==> src/rtl/hasti_xbar_nxm.sv <==
// AHB-lite (HASTI) NM x NS crossbar.
// Per-slave round-robin arbitration with burst/lock hold, lowest-index
// address decode and a per-master default slave that answers ERROR for
// unmapped NONSEQ/SEQ transfers. Address and return paths are combinational;
// only grants, round-robin pointers and data-phase owners are registered.
module hasti_xbar_nxm #(
   parameter int NM = 2,
   parameter int NS = 3,
   parameter int AW = 32,
   parameter int DW = 32,
   parameter logic [NS*AW-1:0] SLV_BASE = '0,
   parameter logic [NS*AW-1:0] SLV_MASK = '0
) (
   input  logic             hclk,
   input  logic             hreset,
   input  logic [NM*AW-1:0] m_haddr,
   input  logic [NM-1:0]    m_hwrite,
   input  logic [NM*3-1:0]  m_hsize,
   input  logic [NM*3-1:0]  m_hburst,
   input  logic [NM*4-1:0]  m_hprot,
   input  logic [NM*2-1:0]  m_htrans,
   input  logic [NM-1:0]    m_hmastlock,
   input  logic [NM*DW-1:0] m_hwdata,
   output logic [NM*DW-1:0] m_hrdata,
   output logic [NM-1:0]    m_hready,
   output logic [NM-1:0]    m_hresp,
   output logic [NS-1:0]    s_hsel,
   output logic [NS*AW-1:0] s_haddr,
   output logic [NS-1:0]    s_hwrite,
   output logic [NS*3-1:0]  s_hsize,
   output logic [NS*3-1:0]  s_hburst,
   output logic [NS*4-1:0]  s_hprot,
   output logic [NS*2-1:0]  s_htrans,
   output logic [NS-1:0]    s_hmastlock,
   output logic [NS*DW-1:0] s_hwdata,
   output logic [NS-1:0]    s_hready,
   input  logic [NS-1:0]    s_hreadyout,
   input  logic [NS-1:0]    s_hresp,
   input  logic [NS*DW-1:0] s_hrdata
);

   localparam int MW = (NM > 1) ? $clog2(NM) : 1;
   localparam int SW = $clog2(NS + 1);
   // slave index NS stands for the built-in default slave
   localparam logic [SW-1:0] DEF = SW'(NS);

   localparam logic [1:0] IDLE = 2'd0;
   localparam logic [1:0] BUSY = 2'd1;
   localparam logic [1:0] SEQ  = 2'd3;

   logic [SW-1:0] tgt [NM];
   logic [NS-1:0] req [NM];
   logic [NM-1:0] slv_req, def_req;

   logic [NM-1:0] dp_ready, dp_resp;
   logic [DW-1:0] dp_rdata [NM];

   logic [MW-1:0] gnt [NS];
   logic [NS-1:0] gnt_v, acc;
   logic [MW-1:0] gnt_q [NS];
   logic [NS-1:0] gnt_v_q;
   logic [MW-1:0] ptr_q [NS];
   logic [MW-1:0] dmst [NS];
   logic [NS-1:0] dmst_v;

   logic [SW-1:0] dslv [NM];
   logic [NM-1:0] dslv_v, err1;
   logic [NM-1:0] macc, hready_int;

   assign s_hready = s_hreadyout;

   // address decode: lowest matching slave wins, no match goes to default slave
   always_comb begin
      for (int i = 0; i < NM; i++) begin
         tgt[i] = DEF;
         for (int j = NS - 1; j >= 0; j--)
            if ((m_haddr[i*AW +: AW] & SLV_MASK[j*AW +: AW]) == SLV_BASE[j*AW +: AW])
               tgt[i] = SW'(j);
         slv_req[i] = m_htrans[i*2+1] && (tgt[i] != DEF);
         def_req[i] = m_htrans[i*2+1] && (tgt[i] == DEF);
         for (int j = 0; j < NS; j++)
            req[i][j] = slv_req[i] && (tgt[i] == SW'(j));
      end
   end

   // data-phase return path selected by the recorded data-phase slave
   always_comb begin
      for (int i = 0; i < NM; i++) begin
         dp_ready[i] = 1'b1;
         dp_resp[i]  = 1'b0;
         dp_rdata[i] = '0;
         if (dslv_v[i] && (dslv[i] == DEF)) begin
            dp_ready[i] = !err1[i];
            dp_resp[i]  = 1'b1;
         end
         for (int j = 0; j < NS; j++)
            if (dslv_v[i] && (dslv[i] == SW'(j))) begin
               dp_ready[i] = s_hreadyout[j];
               dp_resp[i]  = s_hresp[j];
               dp_rdata[i] = s_hrdata[j*DW +: DW];
            end
      end
   end

   // per-slave arbitration; a master still stalled in another data phase is not eligible
   always_comb begin : arb
      logic hold;
      for (int j = 0; j < NS; j++) begin
         gnt[j]   = gnt_q[j];
         gnt_v[j] = gnt_v_q[j];
         hold     = 1'b0;
         for (int i = 0; i < NM; i++)
            if (gnt_v_q[j] && (gnt_q[j] == MW'(i)))
               hold = m_hmastlock[i] || (m_htrans[i*2 +: 2] == SEQ) ||
                      (m_htrans[i*2 +: 2] == BUSY);
         if (s_hreadyout[j] && !hold) begin
            gnt_v[j] = 1'b0;
            gnt[j]   = '0;
            for (int i = 0; i < NM; i++)
               if (!gnt_v[j] && (MW'(i) >= ptr_q[j]) && req[i][j] && dp_ready[i]) begin
                  gnt_v[j] = 1'b1;
                  gnt[j]   = MW'(i);
               end
            for (int i = 0; i < NM; i++)
               if (!gnt_v[j] && req[i][j] && dp_ready[i]) begin
                  gnt_v[j] = 1'b1;
                  gnt[j]   = MW'(i);
               end
         end
         acc[j] = 1'b0;
         for (int i = 0; i < NM; i++)
            if (gnt_v[j] && (gnt[j] == MW'(i)))
               acc[j] = s_hreadyout[j] && req[i][j] && dp_ready[i];
      end
   end

   // slave-side address/control mux and write-data mux
   always_comb begin
      s_hsel      = '0;
      s_haddr     = '0;
      s_hwrite    = '0;
      s_hsize     = '0;
      s_hburst    = '0;
      s_hprot     = '0;
      s_htrans    = '0;
      s_hmastlock = '0;
      s_hwdata    = '0;
      for (int j = 0; j < NS; j++) begin
         for (int i = 0; i < NM; i++) begin
            if (gnt_v[j] && (gnt[j] == MW'(i)) && dp_ready[i]) begin
               s_hsel[j]            = 1'b1;
               s_haddr[j*AW +: AW]  = m_haddr[i*AW +: AW];
               s_hwrite[j]          = m_hwrite[i];
               s_hsize[j*3 +: 3]    = m_hsize[i*3 +: 3];
               s_hburst[j*3 +: 3]   = m_hburst[i*3 +: 3];
               s_hprot[j*4 +: 4]    = m_hprot[i*4 +: 4];
               s_hmastlock[j]       = m_hmastlock[i];
               s_htrans[j*2 +: 2]   = (req[i][j] || (m_htrans[i*2 +: 2] == BUSY)) ?
                                      m_htrans[i*2 +: 2] : IDLE;
            end
            if (dmst_v[j] && (dmst[j] == MW'(i)))
               s_hwdata[j*DW +: DW] = m_hwdata[i*DW +: DW];
         end
      end
      if (hreset) begin
         s_hsel      = '0;
         s_haddr     = '0;
         s_hwrite    = '0;
         s_hsize     = '0;
         s_hburst    = '0;
         s_hprot     = '0;
         s_htrans    = '0;
         s_hmastlock = '0;
         s_hwdata    = '0;
      end
   end

   // master-side ready/response/read-data
   always_comb begin
      for (int i = 0; i < NM; i++) begin
         macc[i] = 1'b0;
         for (int j = 0; j < NS; j++)
            if (acc[j] && (gnt[j] == MW'(i)))
               macc[i] = 1'b1;
         hready_int[i] = dp_ready[i] && (!slv_req[i] || macc[i]);
         m_hready[i]   = hreset ? 1'b1 : hready_int[i];
         m_hresp[i]    = hreset ? 1'b0 : dp_resp[i];
         m_hrdata[i*DW +: DW] = hreset ? '0 : dp_rdata[i];
      end
   end

   // grant, round-robin pointer and data-phase master per slave
   always_ff @(posedge hclk or posedge hreset) begin
      if (hreset) begin
         gnt_v_q <= '0;
         dmst_v  <= '0;
         for (int j = 0; j < NS; j++) begin
            gnt_q[j] <= '0;
            ptr_q[j] <= '0;
            dmst[j]  <= '0;
         end
      end else begin
         gnt_v_q <= gnt_v;
         for (int j = 0; j < NS; j++) begin
            gnt_q[j] <= gnt[j];
            if (s_hreadyout[j]) begin
               if (gnt_v[j])
                  ptr_q[j] <= (gnt[j] == MW'(NM - 1)) ? '0 : gnt[j] + 1'b1;
               dmst_v[j] <= acc[j];
               dmst[j]   <= gnt[j];
            end
         end
      end
   end

   // data-phase slave per master; default-slave ERROR lasts two cycles
   always_ff @(posedge hclk or posedge hreset) begin
      if (hreset) begin
         dslv_v <= '0;
         err1   <= '0;
         for (int i = 0; i < NM; i++)
            dslv[i] <= '0;
      end else begin
         for (int i = 0; i < NM; i++) begin
            if (hready_int[i]) begin
               dslv_v[i] <= macc[i] || def_req[i];
               dslv[i]   <= tgt[i];
               err1[i]   <= def_req[i];
            end else begin
               err1[i]   <= 1'b0;
            end
         end
      end
   end

endmodule

==> config.mk <==
export PLATFORM = sky130hd
export DESIGN_NAME = hasti_xbar_nxm
export DESIGN_NICKNAME = d
export VERILOG_FILES = /design/src/rtl/hasti_xbar_nxm.sv
export SDC_FILE = /design/constraint.sdc
export NUM_CORES = 1
export LEC_CHECK = 0
export BUFFER_PORTS_ARGS = -buffer_cell sky130_fd_sc_hd__clkbuf_2
export CORE_AREA = 2 2 220 222
export CTS_BUF_LIST = sky130_fd_sc_hd__clkbuf_16
export DETAILED_ROUTE_END_ITERATION = 10
export DIE_AREA = 0 0 222 224
export HOLD_SLACK_MARGIN = 0.03
export PLACE_DENSITY = 0.4
export SLEW_MARGIN = 10
export SYNTH_ARGS = -nofsm -noshare
export SYNTH_HDL_FRONTEND = slang
export SYNTH_SLANG_ARGS = --single-unit
==> constraint.sdc <==
create_clock -name hclk -period 2 [get_ports hclk]
set_input_delay 0 -clock hclk [delete_from_list [all_inputs] [get_ports hclk]]
set_output_delay 0 -clock hclk [all_outputs]
set_load 0.05 [all_outputs]
; Word level (Yosys, flattened, before mapping)
; Cells that the tools add are included.
[op_classes]
bitwise = 7
n_lt_le_gt_ge = 2
n_addsub = 1
mux = 102
n_eq_ne = 4
reduce_logical = 57
[op_table]
columns = cell, count
row1 = 32-bit 2-to-1 mux, 13
row2 = 96-bit 2-to-1 mux, 1
row3 = 1-bit 2-to-1 mux, 53
row4 = 3-bit 2-to-1 mux, 15
row5 = 1-bit logical AND, 40
row6 = 4-bit 2-to-1 mux, 6
row7 = 2-bit 2-to-1 mux, 10
row8 = 9-bit 2-to-1 mux, 2
row9 = 12-bit 2-to-1 mux, 1
row10 = 1-bit zero test, 8
row11 = 1-bit logical OR, 8
row12 = 1-bit inverter, 7
row13 = 6-bit 2-to-1 mux, 1
row14 = 2-bit by 1-bit equality test with 1-bit output (second input constant), 2
row15 = 2-bit equality test (second input constant), 2
row16 = 1-bit greater-or-equal comparator (first input constant), 2
row17 = 2-bit AND reduction, 1
row18 = 1-bit adder (second input constant), 1
[word_totals]
input_bits = 260
ff_bits = 11
wordCells = 182

; Longest topological paths before layout
; Gate-level depths: netlist of the first run.
[depth]
depth_word = 33
depth_mapped = 8
mapped_depth_nobuf = 5

; Least setup slack after synthesis of the first run
; No wires, ideal clock.
[synth_timing]
path_type = flip-flop to output port
start = reg gnt_q[2] (netlist bit)
end = out s_haddr[10]
arrival_time_ns = 2.168
path_slack_ns = -0.168
path_stages_with_launch = 8
t_required_ns = 2.000
path_buffers = 3
path_cell_list = dfrtp_1 -> buf_4 -> a2111o_1 -> a221oi_2 -> buf_6 -> buf_12 -> mux2i_1 -> nor2_1
[synth_between]
elab_chain_cells = 13
elab_cells_between_ends = 17
[synth_lines]
columns = item, line_no
row1 = "start, declared", 60  ; logic [MW-1:0] gnt_q [NS];
row2 = "start signal, assigned by index", 205  ; gnt_q[j] <= gnt[j];
row3 = 1-bit inverter, 113  ; if (gnt_v_q[j] && (gnt_q[j] == MW'(i)))
row4 = 1-bit logical AND, 113
row5 = 1-bit 2-to-1 mux (2 in a row), 113
row6 = 1-bit zero test, 116  ; if (s_hreadyout[j] && !hold) begin
row7 = 1-bit logical AND, 116
row8 = 1-bit 2-to-1 mux, 116
row9 = 1-bit inverter, 150  ; if (gnt_v[j] && (gnt[j] == MW'(i)) && dp_ready[i]) begin
row10 = 1-bit logical AND (2 in a row), 150
row11 = 32-bit 2-to-1 mux, 150
row12 = 32-bit 2-to-1 mux *, 150
row13 = 96-bit 2-to-1 mux *, 165  ; if (hreset) begin
row14 = "end, declared", 28  ; output logic [NS*AW-1:0] s_haddr,
; Every way passes the cells marked *; elsewhere a longest branch is shown, timed or not.

; Worst setup path after layout of the first run
[layout_timing]
start = reg gnt_q[2] (netlist bit)
end = out s_haddr[12]
; The elaborated chain is that of the path after synthesis.

==> flow_summary.html, run 1 <==
<table>
<tr><th>Metric</th><th>Value</th></tr>
<tr><th colspan="2">Route</th></tr>
<tr><td>Vias per cell</td><td>3.702</td></tr>
<tr><td>Remaining number of nets flagged by the antenna check after routing</td><td>0</td></tr>
<tr><td>Number of violations reported at the end of detailed-routing iteration 0</td><td>172</td></tr>
<tr><td>Iteration count of the initial detailed-routing pass</td><td>4</td></tr>
<tr><td>Total Routed Length</td><td>30740 microns</td></tr>
<tr><td>DR WL/cell</td><td>17.99 microns</td></tr>
<tr><td>Number of remaining DRC errors</td><td>0</td></tr>
<tr><td>Vias</td><td>6326</td></tr>
<tr><th colspan="2">STA</th></tr>
<tr><td>Clock period minus final worst setup slack</td><td>2.248 ns</td></tr>
<tr><td>Unrepaired setup endpoints after global routing</td><td>yes</td></tr>
<tr><td>Worst setup margin</td><td>-0.2484 ns</td></tr>
<tr><td>Final-layout setup total negative slack</td><td>-9.497 ns</td></tr>
<tr><td>Period utilisation layout</td><td>112.4%</td></tr>
<tr><td>Final worst hold slack</td><td>0.04759 ns</td></tr>
<tr><td>Clock tree skew after final layout</td><td>0.006787 ns</td></tr>
<tr><td>Highest clock rate</td><td>444.8 MHz</td></tr>
<tr><td>Number of endpoints with negative hold slack in the final report</td><td>0</td></tr>
<tr><td>Count of pins over their slew limit</td><td>0</td></tr>
<tr><td>Number of endpoints failing setup at the final stage</td><td>47</td></tr>
<tr><th colspan="2">Finish</th></tr>
<tr><td>Final core utilization</td><td>21.58%</td></tr>
<tr><td>Layout overhead on the synthesized area</td><td>149.1%</td></tr>
<tr><td>Non-filler instance count after layout</td><td>1709</td></tr>
<tr><td>Fraction of layout cells with a size suffix above 1</td><td>62.24%</td></tr>
<tr><td># nets final</td><td>1352</td></tr>
<tr><th colspan="2">Global route</th></tr>
<tr><td>Initial antenna violation count</td><td>6</td></tr>
<tr><td>Wire length of the first global-routing pass</td><td>38150 microns</td></tr>
<tr><td>Maximum number of pins on one net before global-route repair</td><td>46</td></tr>
<tr><td>Overflow left after global routing</td><td>0</td></tr>
<tr><td>Vias in the first global route</td><td>6037</td></tr>
<tr><td>Total global routing track utilization</td><td>10.17%</td></tr>
<tr><th colspan="2">Die</th></tr>
<tr><td>Effective utilization at floorplan</td><td>8.660%</td></tr>
<tr><td>Width of the die</td><td>222 microns</td></tr>
<tr><td>Vertical extent of the die</td><td>224 microns</td></tr>
<tr><td>Overall die area</td><td>49730 sq um</td></tr>
<tr><td>Floorplan core area</td><td>47350 sq um</td></tr>
<tr><td>Num rows</td><td>80</td></tr>
<tr><td>Top Ports</td><td>568</td></tr>
<tr><th colspan="2">Yosys</th></tr>
<tr><td>Synth Cell Area</td><td>4100 sq um</td></tr>
<tr><td>Proportion of synthesized flip-flops having asynchronous set or reset</td><td>100.0%</td></tr>
<tr><td>Sequential element share of the synthesized area</td><td>6.713%</td></tr>
<tr><td>Most area-consuming cells after synthesis</td><td>mux2i_1, buf_4, nor2_1</td></tr>
<tr><td>Prevailing post-synth register cell</td><td>dfrtp_1</td></tr>
<tr><td>Most common cell in the synthesized netlist</td><td>nor2_1</td></tr>
<tr><td>Gate Count Post-Synth</td><td>657</td></tr>
<tr><td>YS warnings</td><td>0</td></tr>
<tr><td>Synthesis-stage register bit count</td><td>11</td></tr>
<tr><td>Commonest cells post-synth</td><td>nor2_1, nand2_1, mux2i_1</td></tr>
<tr><td>Synthesized area per cell</td><td>6.241 sq um</td></tr>
<tr><td>Count of different cell masters after synthesis</td><td>43</td></tr>
<tr><td>Count of flip-flops with a built-in enable after synthesis</td><td>0</td></tr>
<tr><td>Library cell with the largest summed area after synthesis</td><td>mux2i_1</td></tr>
<tr><td>Top cell type's share of synthesized area</td><td>20.51%</td></tr>
<tr><th colspan="2">Worst setup path</th></tr>
<tr><td>Required arrival time at the worst endpoint</td><td>2.00 ns</td></tr>
<tr><td>Reg-to-reg critical path startpoint</td><td>dslv_v[0]</td></tr>
<tr><td>WS Path Type</td><td>flop to output port</td></tr>
<tr><td>CP startpoint kind</td><td>flop</td></tr>
<tr><td>Signal arrival time at the worst endpoint</td><td>2.25 ns</td></tr>
<tr><td>Highest net fanout along the worst path</td><td>13</td></tr>
<tr><td>Sort of element at the end of the critical path</td><td>output port</td></tr>
<tr><td>Beginning of the critical path</td><td>gnt_q[2]</td></tr>
<tr><th colspan="2">Clocking</th></tr>
<tr><td>CTS root buf</td><td>clkbuf_16</td></tr>
<tr><td>TritonCTS Sinks</td><td>11</td></tr>
<tr><td>Maximum buffer depth of the clock tree</td><td>2</td></tr>
<tr><td>Number of buffers inserted during clock tree synthesis</td><td>3</td></tr>
<tr><td>Number of H-tree levels</td><td>1</td></tr>
<tr><td>Clock transition at path regs</td><td>0.04 ns</td></tr>
<tr><td>TritonCTS clock tree</td><td>yes</td></tr>
<tr><td>Source-to-sink clock delay at the later pin of the worst-skew pair</td><td>0.24 ns</td></tr>
<tr><th colspan="2">Placement</th></tr>
<tr><td>Placer Congestion</td><td>0.7857</td></tr>
<tr><td>Port-buffer cells</td><td>435</td></tr>
<tr><td>HPWL after detailed placement</td><td>21290 microns</td></tr>
<tr><td>Placed Cells</td><td>1683</td></tr>
<tr><th colspan="2">Power and ir drop</th></tr>
<tr><td>Total power density per cell area</td><td>468.5 nW/um^2</td></tr>
<tr><td>Total power of the final layout</td><td>4.786 mW</td></tr>
<tr><td>Leakage power</td><td>4.411 nW</td></tr>
<tr><td>Maximum resistive drop on vdd</td><td>0.2861 mV</td></tr>
<tr><th colspan="2">Outcome</th></tr>
<tr><td>Outcome</td><td>finished, violations left</td></tr>
<tr><td>Failing checks</td><td>setup timing</td></tr>
<tr><th colspan="2">Min path</th></tr>
<tr><td>Type of the worst min-delay path</td><td>input pin to asynchronous set/reset pin</td></tr>
<tr><th colspan="2">Job</th></tr>
<tr><td>Max cap viols</td><td>0</td></tr>
</table>
-- stage by stage --
step	cell area (sq um)	setup slack (ns)
after global placement	7914	-0.1030
after CTS	8790	-0.2857
final	10210	-0.2484
after global routing	10210	-0.3932
after detailed placement	7914	-0.1475
after floorplan	4568	-0.1640
-- final timing paths --
check	to	slack [ns]	depth (start not counted)
worst max-delay path	s_haddr[12]	-0.25	8
worst min-delay path	gnt_v_q[0]	0.05	3
worst min register to register	dmst_v[0]	0.52	2
max in group asynchronous	dmst[2]	1.39	3
min in group hclk	gnt_q[0]	0.07	2
worst max register to register	dslv_v[0]	0.41	6
-- final cells by class --
| class | instances | area, sq um |
|---|---|---|
| flip-flops and latches | 11 | 279.0 |
| well taps | 615 | 769.5 |
| clock inverters | 1 | 3.754 |
| inverters | 12 | 45.04 |
| repair buffers | 488 | 4695 |
| clock buffers | 3 | 75.07 |
| multi-input cells | 576 | 4340 |
| fillers | 5215 | 37130 |
| diodes | 3 | 7.507 |
-- registers in the layout, summed over array words and instances (netlist names) --
| signal | flops |
|---|---|
| dmst_v | 1 |
| gnt_v_q | 3 |
| dslv_v | 2 |
| gnt_q | 3 |
| ptr_q | 1 |
| dmst | 1 |
-- power by group --
group | internal [mW] | switching, mW | leakage (nW)
registers | 0.258 | 0.0746 | 0.133
clock network | 0.262 | 0.0950 | 0.0423
logic | 1.50 | 2.59 | 4.24
total | 2.02 | 2.76 | 4.41
-- metal layers --
layer	vias up	share of wire (%)	track usage [%]
li1	2934	-	-
met1	2985	36	10.89
met2	366	55	20.25
met3	37	6.1	1.784
met4	4	2.8	2.768
met5	-	0.075	0
-- logic make-up after synthesis --
family          Yosys count  synth area share [%]
simple gates            308                 33.51
buf+inv                 135                 21.85
compound gates          117                 17.06
mux                      85                 20.78
flops                    11                 6.713
other cells               1               0.09146
-- placed cells by master, fill, tap and decap left out, types with 5 or more instances in the layout --
master,count
dfrtp_1,8
mux2i_4,7
conb_1,66
a21oi_4,44
buf_16,5
buf_4,26
inv_1,9
nor2_1,39
mux2i_1,62
mux2i_2,15
a21oi_1,9
nand2_1,94
clkbuf_8,30
clkbuf_2,267
buf_12,67
nor2_4,41
buf_8,30
o22ai_1,41
clkbuf_16,12
buf_6,50
nor2_2,51
and2_1,66
-- worst max-delay path: stages, from the launching register on --
cell and delay, ns:
dfrtp_1 0.39, nor3_2 0.05, a2111o_1 0.43, a221oi_4 0.28
buf_12 0.19, buf_16 0.17, mux2i_1 0.26, nor2_2 0.06
clkbuf_8 0.18
-- repair_timing --
action,4_1_cts,5_1_grt
gates resized for setup,190,326
endpoints found under the hold margin,2,0
hold buffers,1,0
cloned,3,13
endpoints found under the setup margin,139,133
buffers inserted,3,2
pin swaps,1,21
Note: power is estimated with default switching activity, not from simulation.
==> run 2: changes to the inputs <==
ABC_AREA = 1   (was default)
CORE_AREA = 2 2 222 224   (was 2 2 220 222)
DIE_AREA = 0 0 224 226   (was 0 0 222 224)
PLACE_DENSITY = 0.41   (was 0.4)
==> run 2 against run 1 <==
The run still ends with setup timing left. Fmax increased by 7.7%. Sequential share of layout area down 0.13 points. Total power up 77%. Non-clock buffer count is 37 higher. Cell count is 23% higher. Utilization increased by 0.48 points. Clock skew is 0.0026 ns lower. Register-to-register slack improved by 0.08 ns. Routed wire length is 13% higher. Count of clock-buffer cells in the layout stayed put. Worst setup slack gained 0.16 ns. Clock power rose by 5%. Critical path type unchanged. Highest routed layer is now met4.
==> flow_summary.html, run 2 <==
<table>
<tr><th>Metric</th><th>Value</th></tr>
<tr><th colspan="2">Clocking</th></tr>
<tr><td>Source-to-sink clock delay at the later pin of the worst-skew pair</td><td>0.24 ns (about the same)</td></tr>
<tr><td>Number of H-tree levels</td><td>1 (unchanged)</td></tr>
<tr><td>Clock transition at path regs</td><td>0.05 ns (about the same)</td></tr>
<tr><td>Maximum buffer depth of the clock tree</td><td>2 (unchanged)</td></tr>
<tr><td>Number of buffers inserted during clock tree synthesis</td><td>3 (unchanged)</td></tr>
<tr><td>CTS root buf</td><td>clkbuf_16</td></tr>
<tr><td>TritonCTS clock tree</td><td>yes</td></tr>
<tr><td>TritonCTS Sinks</td><td>11 (unchanged)</td></tr>
<tr><th colspan="2">Worst setup path</th></tr>
<tr><td>WS Path Type</td><td>flop to output port</td></tr>
<tr><td>CP startpoint kind</td><td>flop</td></tr>
<tr><td>Highest net fanout along the worst path</td><td>7 (-6)</td></tr>
<tr><td>Required arrival time at the worst endpoint</td><td>2.00 ns (about the same)</td></tr>
<tr><td>Sort of element at the end of the critical path</td><td>output port</td></tr>
<tr><td>Signal arrival time at the worst endpoint</td><td>2.09 ns (-0.16 ns)</td></tr>
<tr><th colspan="2">Route</th></tr>
<tr><td>Total Routed Length</td><td>34660 microns (+13%)</td></tr>
<tr><td>Number of remaining DRC errors</td><td>0 (unchanged)</td></tr>
<tr><td>DR WL/cell</td><td>16.50 microns (-8.3%)</td></tr>
<tr><td>Remaining number of nets flagged by the antenna check after routing</td><td>0 (unchanged)</td></tr>
<tr><td>Iteration count of the initial detailed-routing pass</td><td>4 (unchanged)</td></tr>
<tr><td>Vias per cell</td><td>3.881 (+4.8%)</td></tr>
<tr><td>Vias</td><td>8153 (+29%)</td></tr>
<tr><td>Number of violations reported at the end of detailed-routing iteration 0</td><td>261 (+52%)</td></tr>
<tr><th colspan="2">Yosys</th></tr>
<tr><td>Most common cell in the synthesized netlist</td><td>nor2_1</td></tr>
<tr><td>Prevailing post-synth register cell</td><td>dfrtp_1</td></tr>
<tr><td>Gate Count Post-Synth</td><td>1030 (+57%)</td></tr>
<tr><td>Commonest cells post-synth</td><td>nor2_1, nand2_1, inv_1</td></tr>
<tr><td>Library cell with the largest summed area after synthesis</td><td>nor2_1</td></tr>
<tr><td>Proportion of synthesized flip-flops having asynchronous set or reset</td><td>100.0% (unchanged)</td></tr>
<tr><td>Synth Cell Area</td><td>4822 sq um (+18%)</td></tr>
<tr><td>Most area-consuming cells after synthesis</td><td>nor2_1, nand2_1, buf_4</td></tr>
<tr><td>Synthesized area per cell</td><td>4.682 sq um (-25%)</td></tr>
<tr><td>Sequential element share of the synthesized area</td><td>5.708% (-1.0 points)</td></tr>
<tr><td>Synthesis-stage register bit count</td><td>11 (unchanged)</td></tr>
<tr><td>Count of different cell masters after synthesis</td><td>23 (-47%)</td></tr>
<tr><td>Top cell type's share of synthesized area</td><td>23.04% (+2.5 points)</td></tr>
<tr><td>YS warnings</td><td>0 (unchanged)</td></tr>
<tr><td>Count of flip-flops with a built-in enable after synthesis</td><td>0 (unchanged)</td></tr>
<tr><th colspan="2">Finish</th></tr>
<tr><td>Fraction of layout cells with a size suffix above 1</td><td>45.13% (-17 points)</td></tr>
<tr><td>Storage element area</td><td>277.8 sq um (-0.45%)</td></tr>
<tr><td>Most used cells in the layout excluding fill and tap cells</td><td>clkbuf_2, nor2_1, nand2_1</td></tr>
<tr><td>Number of fill cells in the layout</td><td>5485 (+5.2%)</td></tr>
<tr><td>Leading cell type in the layout, fill and taps excluded</td><td>clkbuf_2</td></tr>
<tr><td>Post-route cell area</td><td>10660 sq um (+4.4%)</td></tr>
<tr><td>Footprint of the multi-input gates</td><td>3945 sq um (-9.1%)</td></tr>
<tr><td># nets final</td><td>1739 (+29%)</td></tr>
<tr><td>Non-filler instance count after layout</td><td>2101 (+23%)</td></tr>
<tr><td>Registers with the highest flip-flop counts</td><td>gnt_q: 3 flops, gnt_v_q: 3 flops, dslv_v: 2 flops</td></tr>
<tr><td>Layout overhead on the synthesized area</td><td>121.1%</td></tr>
<tr><th colspan="2">Placement</th></tr>
<tr><td>Placed instance area</td><td>8542 sq um (+7.9%)</td></tr>
<tr><td>Placer Congestion</td><td>0.7863 (about the same)</td></tr>
<tr><td>Minimum setup slack after placement</td><td>0.01289 ns (+0.1604 ns)</td></tr>
<tr><td>HPWL after detailed placement</td><td>22880 microns (+7.5%)</td></tr>
<tr><td>Port-buffer cells</td><td>435 (unchanged)</td></tr>
<tr><td>Placed Cells</td><td>2048 (+22%)</td></tr>
<tr><th colspan="2">STA</th></tr>
<tr><td>Number of endpoints with negative hold slack in the final report</td><td>0 (unchanged)</td></tr>
<tr><td>Unrepaired setup endpoints after global routing</td><td>yes</td></tr>
<tr><td>Count of pins over their slew limit</td><td>0 (unchanged)</td></tr>
<tr><td>Number of endpoints failing setup at the final stage</td><td>54 (+15%)</td></tr>
<tr><td>Worst setup margin</td><td>-0.08834 ns (+0.1601 ns)</td></tr>
<tr><td>Clock tree skew after final layout</td><td>0.004204 ns (-0.002583 ns)</td></tr>
<tr><td>Clock period minus final worst setup slack</td><td>2.088 ns (-0.1601 ns)</td></tr>
<tr><td>Period utilisation layout</td><td>104.4% (-8.0 points)</td></tr>
<tr><td>Highest clock rate</td><td>478.8 MHz (+7.7%)</td></tr>
<tr><th colspan="2">Global route</th></tr>
<tr><td>Vias in the first global route</td><td>7514 (+24%)</td></tr>
<tr><td>Maximum number of pins on one net before global-route repair</td><td>45 (-2.2%)</td></tr>
<tr><td>Total global routing track utilization</td><td>11.27% (+1.1 points)</td></tr>
<tr><td>Wire length of the first global-routing pass</td><td>43680 microns (+14%)</td></tr>
<tr><td>Overflow left after global routing</td><td>0 (unchanged)</td></tr>
<tr><td>Initial antenna violation count</td><td>2 (-4)</td></tr>
<tr><th colspan="2">Outcome</th></tr>
<tr><td>Outcome</td><td>finished, violations left</td></tr>
<tr><td>Failing checks</td><td>setup timing</td></tr>
<tr><th colspan="2">Min path</th></tr>
<tr><td>Type of the worst min-delay path</td><td>input pin to flop</td></tr>
<tr><th colspan="2">Die</th></tr>
<tr><td>Overall die area</td><td>50620 sq um (+1.8%)</td></tr>
<tr><td>Num rows</td><td>81 (+1.3%)</td></tr>
<tr><td>Top Ports</td><td>568 (unchanged)</td></tr>
<tr><td>Width of the die</td><td>224 microns (+0.90%)</td></tr>
<tr><td>Floorplan core area</td><td>48340 sq um (+2.1%)</td></tr>
<tr><td>Vertical extent of the die</td><td>226 microns (+0.89%)</td></tr>
<tr><td>Effective utilization at floorplan</td><td>9.975% (+1.3 points)</td></tr>
<tr><th colspan="2">Power and ir drop</th></tr>
<tr><td>Leakage power</td><td>5.776 nW (+31%)</td></tr>
<tr><td>Maximum resistive drop on vdd</td><td>0.3659 mV (+28%)</td></tr>
<tr><td>Total power density per cell area</td><td>795.1 nW/um^2 (+70%)</td></tr>
<tr><th colspan="2">Job</th></tr>
<tr><td>Max cap viols</td><td>0 (unchanged)</td></tr>
</table>
run 2: kinds of logic after synthesis:
logic type      count (synthesis)  share of synthesized area [%]
other cells                     1                        0.07777
flops                          11                          5.708
simple gates                  644                          55.35
compound gates                 89                          9.289
buf+inv                       285                          29.58
run 2: what timing repair did:
item	4_1_cts	5_1_grt
endpoints found under the hold margin	3	0
buffers inserted	17	10
pin swaps	10	35
endpoints found under the setup margin	133	168
gates cloned	6	15
hold buffers	1	0
resized for setup	209	269
run 2: through the flow:
stage               total power [mW]  hold slack (ns)   TNS, ns  utilization [%]
floorplan                      4.410          0.07503  -0.01490                -
global placement               6.354          0.04690         0            17.67
detailed placement             6.352          0.07864         0            17.67
CTS                            8.108          0.08170    -2.885            19.98
global route                   8.939          0.08672    -11.75            22.05
finish                         8.477          0.07417    -1.816            22.05
run 2: critical path: stages, from the launching register on:
cell and delay (ns):
dfrtp_1 0.40, nand2_4 0.11, buf_4 0.13, nand2_2 0.07
a21oi_2 0.12, and3_4 0.22, buf_12 0.14, clkbuf_16 0.18
o21ai_1 0.08, nor2_1 0.18, clkbuf_16 0.20
run 2: final cells by class:
class	instances	area share [%]
Antenna cell	1	0.02347
Clock buffer	3	0.7041
Clock inverter	1	0.03521
Inverter	139	4.952
Multi-Input combinational cell	799	37.00
Sequential cell	11	2.605
Tap cell	622	7.300
Timing Repair Buffer	525	47.38
run 2: report_power, final:
group | switching [mW] | internal, mW | total [mW] | leakage, nW
clock | 0.112 | 0.264 | 0.376 | 0.0423
combinational | 5.15 | 2.56 | 7.72 | 5.59
sequential | 0.0988 | 0.286 | 0.385 | 0.140
run 2: routing by layer:
layer / share of wire [%] / track usage [%] / up-vias
met4: 3.0 / 3.914 / 0
met3: 6.4 / 2.030 / 51
met2: 52 / 21.83 / 410
li1: - / - / 3920
met5: 0 / 0 / -
met1: 39 / 12.17 / 3772
run 2: path summary, 6_finish.rpt:
check,startpoint,to,slack (ns),depth (start not counted)
hold / removal,s_hreadyout[2],gnt_q[0],0.07,2
max in group asynchronous,hreset,gnt_q[2],1.20,4
min in group asynchronous,hreset,dslv_v[1],0.41,3
setup reg to reg,gnt_q[2],ptr_q[2],0.49,8
hold reg to reg,ptr_q[2],ptr_q[2],0.49,2
setup / recovery,dslv_v[1],s_haddr[47],-0.09,10
==> run 3: changes to the inputs <==
GPL_TIMING_DRIVEN = 0   (was default)
==> run 3 against run 2 <==
The flow still finishes with violations (setup timing). Routed wire length up 6.4%. Non-clock buffer count up 109. Clock skew down 0.0030 ns. Count of clock-buffer cells in the layout unchanged. Die area unchanged. Worst hold slack worse by 0.035 ns. Sequential power down 12%. Sequential cell count unchanged. Clock power down 3%. Total power up 8.2%. Via count up 4.6%. First-iteration DRC count up 10%. Largest power group unchanged.
==> flow_summary.html, run 3 (synthesis results as in run 2) <==
<table>
<tr><th>Metric</th><th>Value</th></tr>
<tr><th colspan="2">Route</th></tr>
<tr><td>DR WL/cell</td><td>16.69 microns (+1.2%)</td></tr>
<tr><td>Vias</td><td>8526 (+4.6%)</td></tr>
<tr><td>Remaining number of nets flagged by the antenna check after routing</td><td>0 (unchanged)</td></tr>
<tr><td>Vias per cell</td><td>3.858 (-0.58%)</td></tr>
<tr><td>Total Routed Length</td><td>36880 microns (+6.4%)</td></tr>
<tr><td>Number of remaining DRC errors</td><td>0 (unchanged)</td></tr>
<tr><td>Iteration count of the initial detailed-routing pass</td><td>4 (unchanged)</td></tr>
<tr><td>Number of violations reported at the end of detailed-routing iteration 0</td><td>288 (+10%)</td></tr>
<tr><th colspan="2">Global route</th></tr>
<tr><td>Wire length of the first global-routing pass</td><td>49110 microns (+12%)</td></tr>
<tr><td>Initial antenna violation count</td><td>2 (unchanged)</td></tr>
<tr><td>Overflow left after global routing</td><td>0 (unchanged)</td></tr>
<tr><td>Total global routing track utilization</td><td>12.85% (+1.6 points)</td></tr>
<tr><td>Maximum number of pins on one net before global-route repair</td><td>11 (-76%)</td></tr>
<tr><td>Vias in the first global route</td><td>7890 (+5.0%)</td></tr>
<tr><th colspan="2">Worst setup path</th></tr>
<tr><td>Cells traversed along the worst timing path</td><td>nand2_4 -&gt; buf_4 -&gt; nand2_1 -&gt; a21oi_1 -&gt; and3_4 -&gt; buf_12 -&gt; clkbuf_16 -&gt; nand2_4 -&gt; nor2_4 -&gt; buf_8</td></tr>
<tr><td>WS Path Type</td><td>flop to output port</td></tr>
<tr><td>Most numerous cell on the critical path</td><td>nand2_4</td></tr>
<tr><td>CP startpoint kind</td><td>flop</td></tr>
<tr><td>Required arrival time at the worst endpoint</td><td>2.00 ns (about the same)</td></tr>
<tr><td>Cell with the largest stage delay on the worst path</td><td>dfrtp_1</td></tr>
<tr><td>Signal arrival time at the worst endpoint</td><td>2.11 ns (+0.02 ns)</td></tr>
<tr><td>Largest delay share family, worst path</td><td>simple AND/OR/NAND/NOR gates</td></tr>
<tr><td>Slowest Stage Delay on Critical Path</td><td>0.40 ns (about the same)</td></tr>
<tr><td>Sort of element at the end of the critical path</td><td>output port</td></tr>
<tr><td>Highest net fanout along the worst path</td><td>5 (-2)</td></tr>
<tr><td>Number of buffers and inverters on the critical path</td><td>4 (unchanged)</td></tr>
<tr><th colspan="2">STA</th></tr>
<tr><td>Count of pins over their slew limit</td><td>0 (unchanged)</td></tr>
<tr><td>Highest clock rate</td><td>473.4 MHz (-1.1%)</td></tr>
<tr><td>Slew of the pin with the lowest slew margin</td><td>0.6643 ns</td></tr>
<tr><td>Clock tree skew after final layout</td><td>0.001189 ns (-0.003015 ns)</td></tr>
<tr><td>Worst setup margin</td><td>-0.1124 ns (-0.02402 ns)</td></tr>
<tr><td>Number of endpoints failing setup at the final stage</td><td>79 (+46%)</td></tr>
<tr><td>Period utilisation layout</td><td>105.6% (+1.2 points)</td></tr>
<tr><td>Final worst hold slack</td><td>0.03913 ns (-0.03504 ns)</td></tr>
<tr><td>Unrepaired setup endpoints after global routing</td><td>yes</td></tr>
<tr><td>Number of endpoints with negative hold slack in the final report</td><td>0 (unchanged)</td></tr>
<tr><td>Final-layout setup total negative slack</td><td>-3.299 ns (-1.483 ns)</td></tr>
<tr><td>Max-slew headroom at the worst pin</td><td>55.71%</td></tr>
<tr><td>Clock period minus final worst setup slack</td><td>2.112 ns (+0.02402 ns)</td></tr>
<tr><th colspan="2">Outcome</th></tr>
<tr><td>Failing checks</td><td>setup timing</td></tr>
<tr><td>Outcome</td><td>finished, violations left</td></tr>
<tr><th colspan="2">Finish</th></tr>
<tr><td>Post-route cell area</td><td>11490 sq um (+7.7%)</td></tr>
<tr><td>Fraction of layout cells with a size suffix above 1</td><td>54.51% (+9.4 points)</td></tr>
<tr><td>Number of fill cells in the layout</td><td>5443 (-0.77%)</td></tr>
<tr><td># nets final</td><td>1848 (+6.3%)</td></tr>
<tr><td>Non-filler instance count after layout</td><td>2210 (+5.2%)</td></tr>
<tr><td>Leading cell type in the layout, fill and taps excluded</td><td>clkbuf_2</td></tr>
<tr><td>Most used cells in the layout excluding fill and tap cells</td><td>clkbuf_2, nor2_1, nand2_1</td></tr>
<tr><td>Footprint of the multi-input gates</td><td>4327 sq um (+9.7%)</td></tr>
<tr><td>Storage element area</td><td>277.8 sq um (unchanged)</td></tr>
<tr><td>Registers with the highest flip-flop counts</td><td>gnt_q: 3 flops, gnt_v_q: 3 flops, dslv_v: 2 flops</td></tr>
<tr><td>Layout overhead on the synthesized area</td><td>138.2%</td></tr>
<tr><td>Final core utilization</td><td>23.76% (+1.7 points)</td></tr>
<tr><th colspan="2">Die</th></tr>
<tr><td>Effective utilization at floorplan</td><td>9.975% (unchanged)</td></tr>
<tr><td>Top Ports</td><td>568 (unchanged)</td></tr>
<tr><td>Num rows</td><td>81 (unchanged)</td></tr>
<tr><td>Overall die area</td><td>50620 sq um (unchanged)</td></tr>
<tr><td>Width of the die</td><td>224 microns (unchanged)</td></tr>
<tr><td>Vertical extent of the die</td><td>226 microns (unchanged)</td></tr>
<tr><td>Floorplan core area</td><td>48340 sq um (unchanged)</td></tr>
<tr><th colspan="2">Placement</th></tr>
<tr><td>Placed Cells</td><td>2150 (+5.0%)</td></tr>
<tr><td>HPWL after detailed placement</td><td>27750 microns (+21%)</td></tr>
<tr><td>Placer Congestion</td><td>0.8381 (+6.6%)</td></tr>
<tr><td>Port-buffer cells</td><td>433 (-0.46%)</td></tr>
<tr><td>Placed instance area</td><td>8056 sq um (-5.7%)</td></tr>
<tr><td>Minimum setup slack after placement</td><td>-0.9521 ns (-0.9650 ns)</td></tr>
<tr><th colspan="2">Min path</th></tr>
<tr><td>Type of the worst min-delay path</td><td>input pin to flop</td></tr>
<tr><th colspan="2">Clocking</th></tr>
<tr><td>Maximum buffer depth of the clock tree</td><td>2 (unchanged)</td></tr>
<tr><td>CTS root buf</td><td>clkbuf_16</td></tr>
<tr><td>Clock transition at path regs</td><td>0.04 ns (about the same)</td></tr>
<tr><td>Hold buffer count at CTS</td><td>0 (-1)</td></tr>
<tr><td>Source-to-sink clock delay at the later pin of the worst-skew pair</td><td>0.24 ns (about the same)</td></tr>
<tr><td>Number of buffers inserted during clock tree synthesis</td><td>3 (unchanged)</td></tr>
<tr><td>TritonCTS Sinks</td><td>11 (unchanged)</td></tr>
<tr><td>Number of H-tree levels</td><td>1 (unchanged)</td></tr>
<tr><td>TritonCTS clock tree</td><td>yes</td></tr>
<tr><th colspan="2">Job</th></tr>
<tr><td>Max cap viols</td><td>0 (unchanged)</td></tr>
<tr><th colspan="2">Power and ir drop</th></tr>
<tr><td>Total power of the final layout</td><td>9.170 mW (+8.2%)</td></tr>
<tr><td>Maximum resistive drop on vdd</td><td>0.3809 mV (+4.1%)</td></tr>
<tr><td>Leakage power</td><td>6.227 nW (+7.8%)</td></tr>
<tr><td>Total power density per cell area</td><td>798.4 nW/um^2 (+0.41%)</td></tr>
</table>
==> run 3: cell types whose count changed in the layout (fill, tap and decap cells not counted), moves of 28 or more <==
cell,before,now
buf_12,75,23
nor2_1,216,185
o21ai_2,2,32
buf_8,27,80
clkbuf_2,281,309
buf_4,49,103
nand2_2,26,55
nand2_1,185,148
==> run 3: routing by layer <==
metal | track usage (%) | up-vias | part of all wire [%] | wire (microns)
met5 | 0 | - | 0.052 | 19
met2 | 25.34 | 384 | 53 | 19360
met4 | 2.215 | 2 | 2.3 | 865
li1 | - | 4156 | - | -
met1 | 13.94 | 3940 | 37 | 13660
met3 | 2.953 | 44 | 8.0 | 2968
==> run 3: report_power, final <==
group          internal [mW]  leakage (nW)  switching (mW)  total [mW]
Clock                  0.263        0.0423           0.101       0.363
Sequential             0.286         0.140          0.0542       0.340
Combinational           3.02          6.05            5.45        8.47
Total                   3.57          6.23            5.60        9.17
==> run 3: path summary, 6_finish.rpt <==
kind / from / end / slack, ns / cells past startpoint
setup / recovery: dslv_v[1] / s_haddr[66] / -0.11 / 10
hold / removal: s_hreadyout[1] / gnt_q[1] / 0.04 / 2
setup reg to reg: dslv_v[1] / dmst_v[0] / 0.29 / 12
hold reg to reg: ptr_q[2] / ptr_q[2] / 0.52 / 2
max in group asynchronous: hreset / gnt_q[2] / 1.70 / 3
min in group asynchronous: hreset / dslv_v[1] / 0.11 / 3
==> run 3: final cells by class <==
cell class,count,share of cell area [%]
Multi-Input combinational cell,799,37.67
Timing Repair Buffer,489,36.54
Buffer,145,11.27
Tap cell,622,6.776
Inverter,139,4.619
Sequential cell,11,2.418
Clock buffer,3,0.6536
Clock inverter,1,0.03268
Antenna cell,1,0.02179
==> run 3: what timing repair did <==
item,CTS,global route
gates cloned,6,11
pin swaps,27,81
setup buffers,27,15
endpoints found under the setup margin,214,165
resized for setup,459,451
